===== src/rtl/rtr_packet_injector_pkg.sv =====
// Shared constants and flit/credit layouts for the router injection-port transmitter.
// The flit struct is packed msb-first so it maps directly onto channel_out.
package rtr_packet_injector_pkg;

   localparam int NUM_VCS            = 4;
   localparam int BUFFER_SIZE        = 8;
   localparam int FLIT_DATA_WIDTH    = 64;
   localparam int MAX_PAYLOAD_LENGTH = 4;

   localparam int VC_IDX_WIDTH    = $clog2(NUM_VCS);
   localparam int LEN_WIDTH       = $clog2(MAX_PAYLOAD_LENGTH + 1);
   localparam int CNT_WIDTH       = $clog2(BUFFER_SIZE + 1);
   localparam int CHANNEL_WIDTH   = 1 + VC_IDX_WIDTH + 1 + 1 + FLIT_DATA_WIDTH;
   localparam int FLOW_CTRL_WIDTH = 1 + VC_IDX_WIDTH;

   typedef struct packed {
      logic                       valid;
      logic [VC_IDX_WIDTH-1:0]    vc;
      logic                       head;
      logic                       tail;
      logic [FLIT_DATA_WIDTH-1:0] data;
   } flit_t;

   typedef struct packed {
      logic                    valid;
      logic [VC_IDX_WIDTH-1:0] vc;
   } credit_t;

   typedef enum logic {
      ST_IDLE = 1'b0,
      ST_BODY = 1'b1
   } state_t;

endpackage


===== src/rtl/rtr_credit_counter.sv =====
// Credit counter for one VC: loads the router buffer depth at reset, decrements per
// flit sent, increments per credit returned, and flags a return that would overflow.
module rtr_credit_counter
   import rtr_packet_injector_pkg::*;
(
   input  logic clk,
   input  logic reset,
   input  logic inc,
   input  logic dec,
   output logic avail,
   output logic sat_err
);

   localparam logic [CNT_WIDTH-1:0] FULL = CNT_WIDTH'(BUFFER_SIZE);

   logic [CNT_WIDTH-1:0] count_q;

   assign avail   = (count_q != '0);
   // A send in the same cycle absorbs the returned credit, so that case never overflows.
   assign sat_err = inc & ~dec & (count_q == FULL);

   always_ff @(posedge clk or negedge reset) begin
      if (!reset) begin
         count_q <= FULL;
      end else if (inc && !dec && !sat_err) begin
         count_q <= count_q + CNT_WIDTH'(1);
      end else if (dec && !inc) begin
         count_q <= count_q - CNT_WIDTH'(1);
      end
   end

endmodule


===== src/rtl/rtr_packet_injector.sv =====
// Injection-port transmitter: splits packet requests into head/body/tail flits and
// only issues a flit when the target VC holds a credit.
module rtr_packet_injector
   import rtr_packet_injector_pkg::*;
(
   input  logic                       clk,
   input  logic                       reset,
   input  logic                       pkt_valid,
   output logic                       pkt_ready,
   input  logic [VC_IDX_WIDTH-1:0]    pkt_vc,
   input  logic [LEN_WIDTH-1:0]       pkt_len,
   input  logic [FLIT_DATA_WIDTH-1:0] pkt_head_data,
   input  logic                       pay_valid,
   output logic                       pay_ready,
   input  logic [FLIT_DATA_WIDTH-1:0] pay_data,
   output logic [CHANNEL_WIDTH-1:0]   channel_out,
   input  logic [FLOW_CTRL_WIDTH-1:0] flow_ctrl_in,
   output logic [NUM_VCS-1:0]         credit_avail,
   output logic                       error
);

   state_t                  state_q, state_d;
   logic [LEN_WIDTH-1:0]    rem_q, rem_d;
   logic [VC_IDX_WIDTH-1:0] vc_q, vc_d;
   flit_t                   flit_q, flit_d;
   logic                    issue;
   logic                    oversize;
   credit_t                 fc;
   logic [NUM_VCS-1:0]      inc, dec, sat_err;

   assign fc          = credit_t'(flow_ctrl_in);
   assign oversize    = (pkt_len > LEN_WIDTH'(MAX_PAYLOAD_LENGTH));
   assign channel_out = flit_q;

   always_comb begin
      state_d     = state_q;
      rem_d       = rem_q;
      vc_d        = vc_q;
      flit_d      = flit_q;
      flit_d.valid = 1'b0;
      pkt_ready   = 1'b0;
      pay_ready   = 1'b0;
      issue       = 1'b0;
      case (state_q)
         ST_IDLE: begin
            // Oversize requests are consumed without a credit so they cannot wedge the port.
            pkt_ready = reset & pkt_valid & (oversize | credit_avail[pkt_vc]);
            if (pkt_ready && !oversize) begin
               issue        = 1'b1;
               flit_d.valid = 1'b1;
               flit_d.vc    = pkt_vc;
               flit_d.head  = 1'b1;
               flit_d.tail  = (pkt_len == '0);
               flit_d.data  = pkt_head_data;
               if (pkt_len != '0) begin
                  state_d = ST_BODY;
                  rem_d   = pkt_len;
                  vc_d    = pkt_vc;
               end
            end
         end
         ST_BODY: begin
            pay_ready = reset & credit_avail[vc_q];
            if (pay_valid && pay_ready) begin
               issue        = 1'b1;
               flit_d.valid = 1'b1;
               flit_d.vc    = vc_q;
               flit_d.head  = 1'b0;
               flit_d.tail  = (rem_q == LEN_WIDTH'(1));
               flit_d.data  = pay_data;
               rem_d        = rem_q - LEN_WIDTH'(1);
               if (rem_q == LEN_WIDTH'(1)) state_d = ST_IDLE;
            end
         end
         default: state_d = ST_IDLE;
      endcase
   end

   always_ff @(posedge clk or negedge reset) begin
      if (!reset) begin
         state_q <= ST_IDLE;
         rem_q   <= '0;
         vc_q    <= '0;
         flit_q  <= '0;
         error   <= 1'b0;
      end else begin
         state_q <= state_d;
         rem_q   <= rem_d;
         vc_q    <= vc_d;
         flit_q  <= flit_d;
         error   <= error | (pkt_ready & oversize) | (|sat_err);
      end
   end

   for (genvar v = 0; v < NUM_VCS; v++) begin : g_vc
      assign dec[v] = issue & (flit_d.vc == VC_IDX_WIDTH'(v));
      assign inc[v] = fc.valid & (fc.vc == VC_IDX_WIDTH'(v));

      rtr_credit_counter u_cnt (
         .clk     (clk),
         .reset   (reset),
         .inc     (inc[v]),
         .dec     (dec[v]),
         .avail   (credit_avail[v]),
         .sat_err (sat_err[v])
      );
   end

endmodule


===== config.mk =====
export PLATFORM = sky130hd
export DESIGN_NAME = rtr_packet_injector
export DESIGN_NICKNAME = d
export VERILOG_FILES = /design/src/rtl/rtr_packet_injector_pkg.sv /design/src/rtl/rtr_credit_counter.sv /design/src/rtl/rtr_packet_injector.sv
export SDC_FILE = /design/constraint.sdc
export NUM_CORES = 1
export LEC_CHECK = 0
export CAP_MARGIN = 25
export CORE_UTILIZATION = 26
export DETAILED_ROUTE_END_ITERATION = 7
export HOLD_SLACK_MARGIN = 0.1
export PLACE_DENSITY = 0.55
export SLEW_MARGIN = 20
export SYNTH_ARGS = -nofsm -noshare
export SYNTH_HDL_FRONTEND = slang
export SYNTH_HIERARCHICAL = 1
export SYNTH_SLANG_ARGS = --single-unit
export TNS_END_PERCENT = 50

===== constraint.sdc =====
create_clock -name clk -period 4.4 [get_ports clk]
set_input_delay 0.88 -clock clk [delete_from_list [all_inputs] [get_ports clk]]
set_output_delay 0.88 -clock clk [all_outputs]
set_load 0.02 [all_outputs]

==> results.md <==
- Count of cell types in the netlist: 48
- Non-Filler Instances: around 890
- DR iter-0 viols: 139
- Fillers: around 1,700
- GR Util All Layers: 0.153
- Antenna violations before repair: 0
- # hold bufs at CTS: 0
- Postcts setup bufs: 0
- Run status: completed
- Largest net degree at the start of global routing: 68
- Fin Clk Skew: roughly 6.2 ps
- # clock sinks: 92
- Drc violations: 0
- Wire length of the first global-routing pass: approximately 22,000 um
- CP cell instances: clkdlybuf4s50_1 -> mux4_2 -> nand3_2 -> o22ai_1 -> nor3b_1 -> nand3b_4 -> ha_1 -> a21o_2 -> a21oi_1 -> mux2i_1 -> xor2_1
- Fin nets: roughly 810
- WP data required: between 4000 and 5000 ps
- Routability-driven placement congestion ratio: between 0.7 and 0.8
- Root Driver: clkbuf_16
- Synth area leader: dfrtp_1
- RSZ-0062 raised after global routing: false
- Syn_nets: roughly 600
- Slew headroom: 0.510
- Pwr Density: 655 nW/um2
- Mapped Area: 4760 um2
- Setup TNS: 0 ps
- EDFF count, synth: 0
- Syn. warnings: 6
- Asr flop ratio synth: 1.00
- Port bufs: around 220
- WL/cell: ~16 um
- DRT Pass-1 Iters: 6
- Worst EP arrival: ~4000 ps
- Worst path max stage delay: between 500 and 600 ps
- Worst-Skew Late Latency: around 340 ps
- Diodes inserted: 0
- Slew Limit Fails: 0
- Setup crit end kind: flop
- Critical path class: in -> reg
- Area taken by multi-input logic gates: approximately 2300 um2
- Final hold vios: 0
- Die area: around 19,000 um2
- Post-synth top area share: 0.463
- Reg clk slew, reported paths: roughly 70 ps
- Commonest cells after routing, fill and taps aside: clkdlybuf4s50_1, dfrtp_1, nand2_1, nand3_1, a22oi_1
- Hold Crit Class: in -> async
- Total core area: about 18,000 um2
- Area growth, synth to finish: 56.9%
- Initial Utilization: 0.265
- Register area share after synthesis: 0.485
- CTS Buffer Depth: 2
- Die span in x: around 140 um
- GR Overflow Total: 0
- FP Rows: 49
- Final core utilization: 0.416
- Worst hold slack: about 340 ps
- Resize count post-CTS: 0
- Register area: around 2300 um2
- Critical path startpoint category: input pin
- Inserted Clock Buffers: 9
- Io pins: ~220
- Leak: 3.25 nW
- Worst Tran Pin Value: between 700 and 800 ps
- Crit path time final: approximately 3700 ps
- Share of cells above drive strength 1: 0.0994
- Vias: 4,288
- CTS tree: built
- H-tree Lvls: 3
- Cells after DPL: roughly 900
- Yosys reg bits: around 90
- Synth top area cells: dfrtp_1, a22oi_1, nand3_1, nand2_1, ha_1
- ANT nets after route: 0
- Peak Freq: about 0.27 GHz
- Slowest-stage cell, CP: mux4_2
- Setup violators final: 0
- Commonest non-fill, non-tap cell in the layout: clkdlybuf4s50_1
- Via/cell ratio: between 4 and 5
- Vias in the first global route: 4,392
- Die height: ~140 um
- MaxCap Viol Count: 0
- Peak VDD IR: ~0.32 mV
- Final WL: 14,300 um
- Final period utilization: 0.838
- Cells after Synth: ~450
- Post-DP HPWL: 10,600 um
- Syn avg cell area: between 10 and 15 um2
- Ys flop type: dfrtp_1
- Critical path peak fanout: 5
-- metrics by stage --
stage               setup WS (ps)  power (W)  cell area (um2)
finish                        714    0.00489             7460
global route                  482    0.00525             7460
detailed placement            328    0.00408             7130
global placement              434    0.00400             7130
floorplan                     805    0.00295             4760
CTS                           707    0.00497             7460
-- power breakdown --
group / switching, W / internal (W) / leakage [nW]
Combinational: 0.00124 / 0.00121 / 1.97
Sequential: 0.000304 / 0.00128 / 1.12
Clock: 0.000339 / 0.000518 / 0.160
Total: 0.00188 / 0.00301 / 3.25
-- state kept, by name, indices dropped and copies added (netlist names) --
| name | count |
|---|---|
| channel_out | 69 |
| g_vc.u_cnt/count_q | 16 |
| rem_q | 3 |
| vc_q | 2 |
| error | 1 |
| state_q | 1 |
-- routing by layer --
metal,routed length [um],global-route usage,vias to the layer above
li1,-,-,2066
met1,6200,0.184,2064
met2,6900,0.266,143
met3,1020,0.0456,15
met4,206,0.0403,0
met5,0,0,-
-- final cells by class --
type / count / area share
Clock inverter: 6 / 0.0126
Tap cell: 229 / 0.0384
Clock buffer: 10 / 0.0320
Multi-Input combinational cell: 324 / 0.306
Inverter: 6 / 0.00302
Timing Repair Buffer: 226 / 0.299
Sequential cell: 92 / 0.309
-- cell usage after synthesis, drive strengths merged (8+ instances only) --
cell type / n
ha: 10
a22oi: 64
mux2i: 8
clkbuf: 12
nor2: 8
nand3: 67
xor2: 12
nand2: 74
nor3b: 8
buf: 20
mux2: 10
dfrtp: 88
-- worst max-delay path: cells and delay by family --
family / cells / cell delay, ps
AOI/OAI and AO/OA: 3 / 530
adders and majority gates: 1 / 240
buffers and inverters: 1 / 560
muxes: 2 / 820
and+or+nand+nor: 3 / 740
xor gates and xnor gates: 1 / 180
-- worst paths after layout --
path,cells after the start,slack [ps],endpoint,from
setup / recovery,11,710,g_vc[1].u_cnt/count_q[3],pkt_vc[0]
hold / removal,1,340,channel_out[10],reset
setup reg to reg,13,730,g_vc[3].u_cnt/count_q[3],g_vc[3].u_cnt/count_q[2]
hold reg to reg,1,480,channel_out[65],channel_out[65]
max in group asynchronous,3,2610,state_q,reset
min in group clk,1,480,channel_out[65],channel_out[65]
-- cell families after synthesis --
kind of cell	count (synthesis)	synth area share
flops	92	0.485
buf+inv	38	0.0394
mux	19	0.0515
fa+ha+maj	14	0.0431
simple gates	190	0.221
compound gates	89	0.138
xor+xnor	12	0.0221
Power figures use the tool's default switching activity.
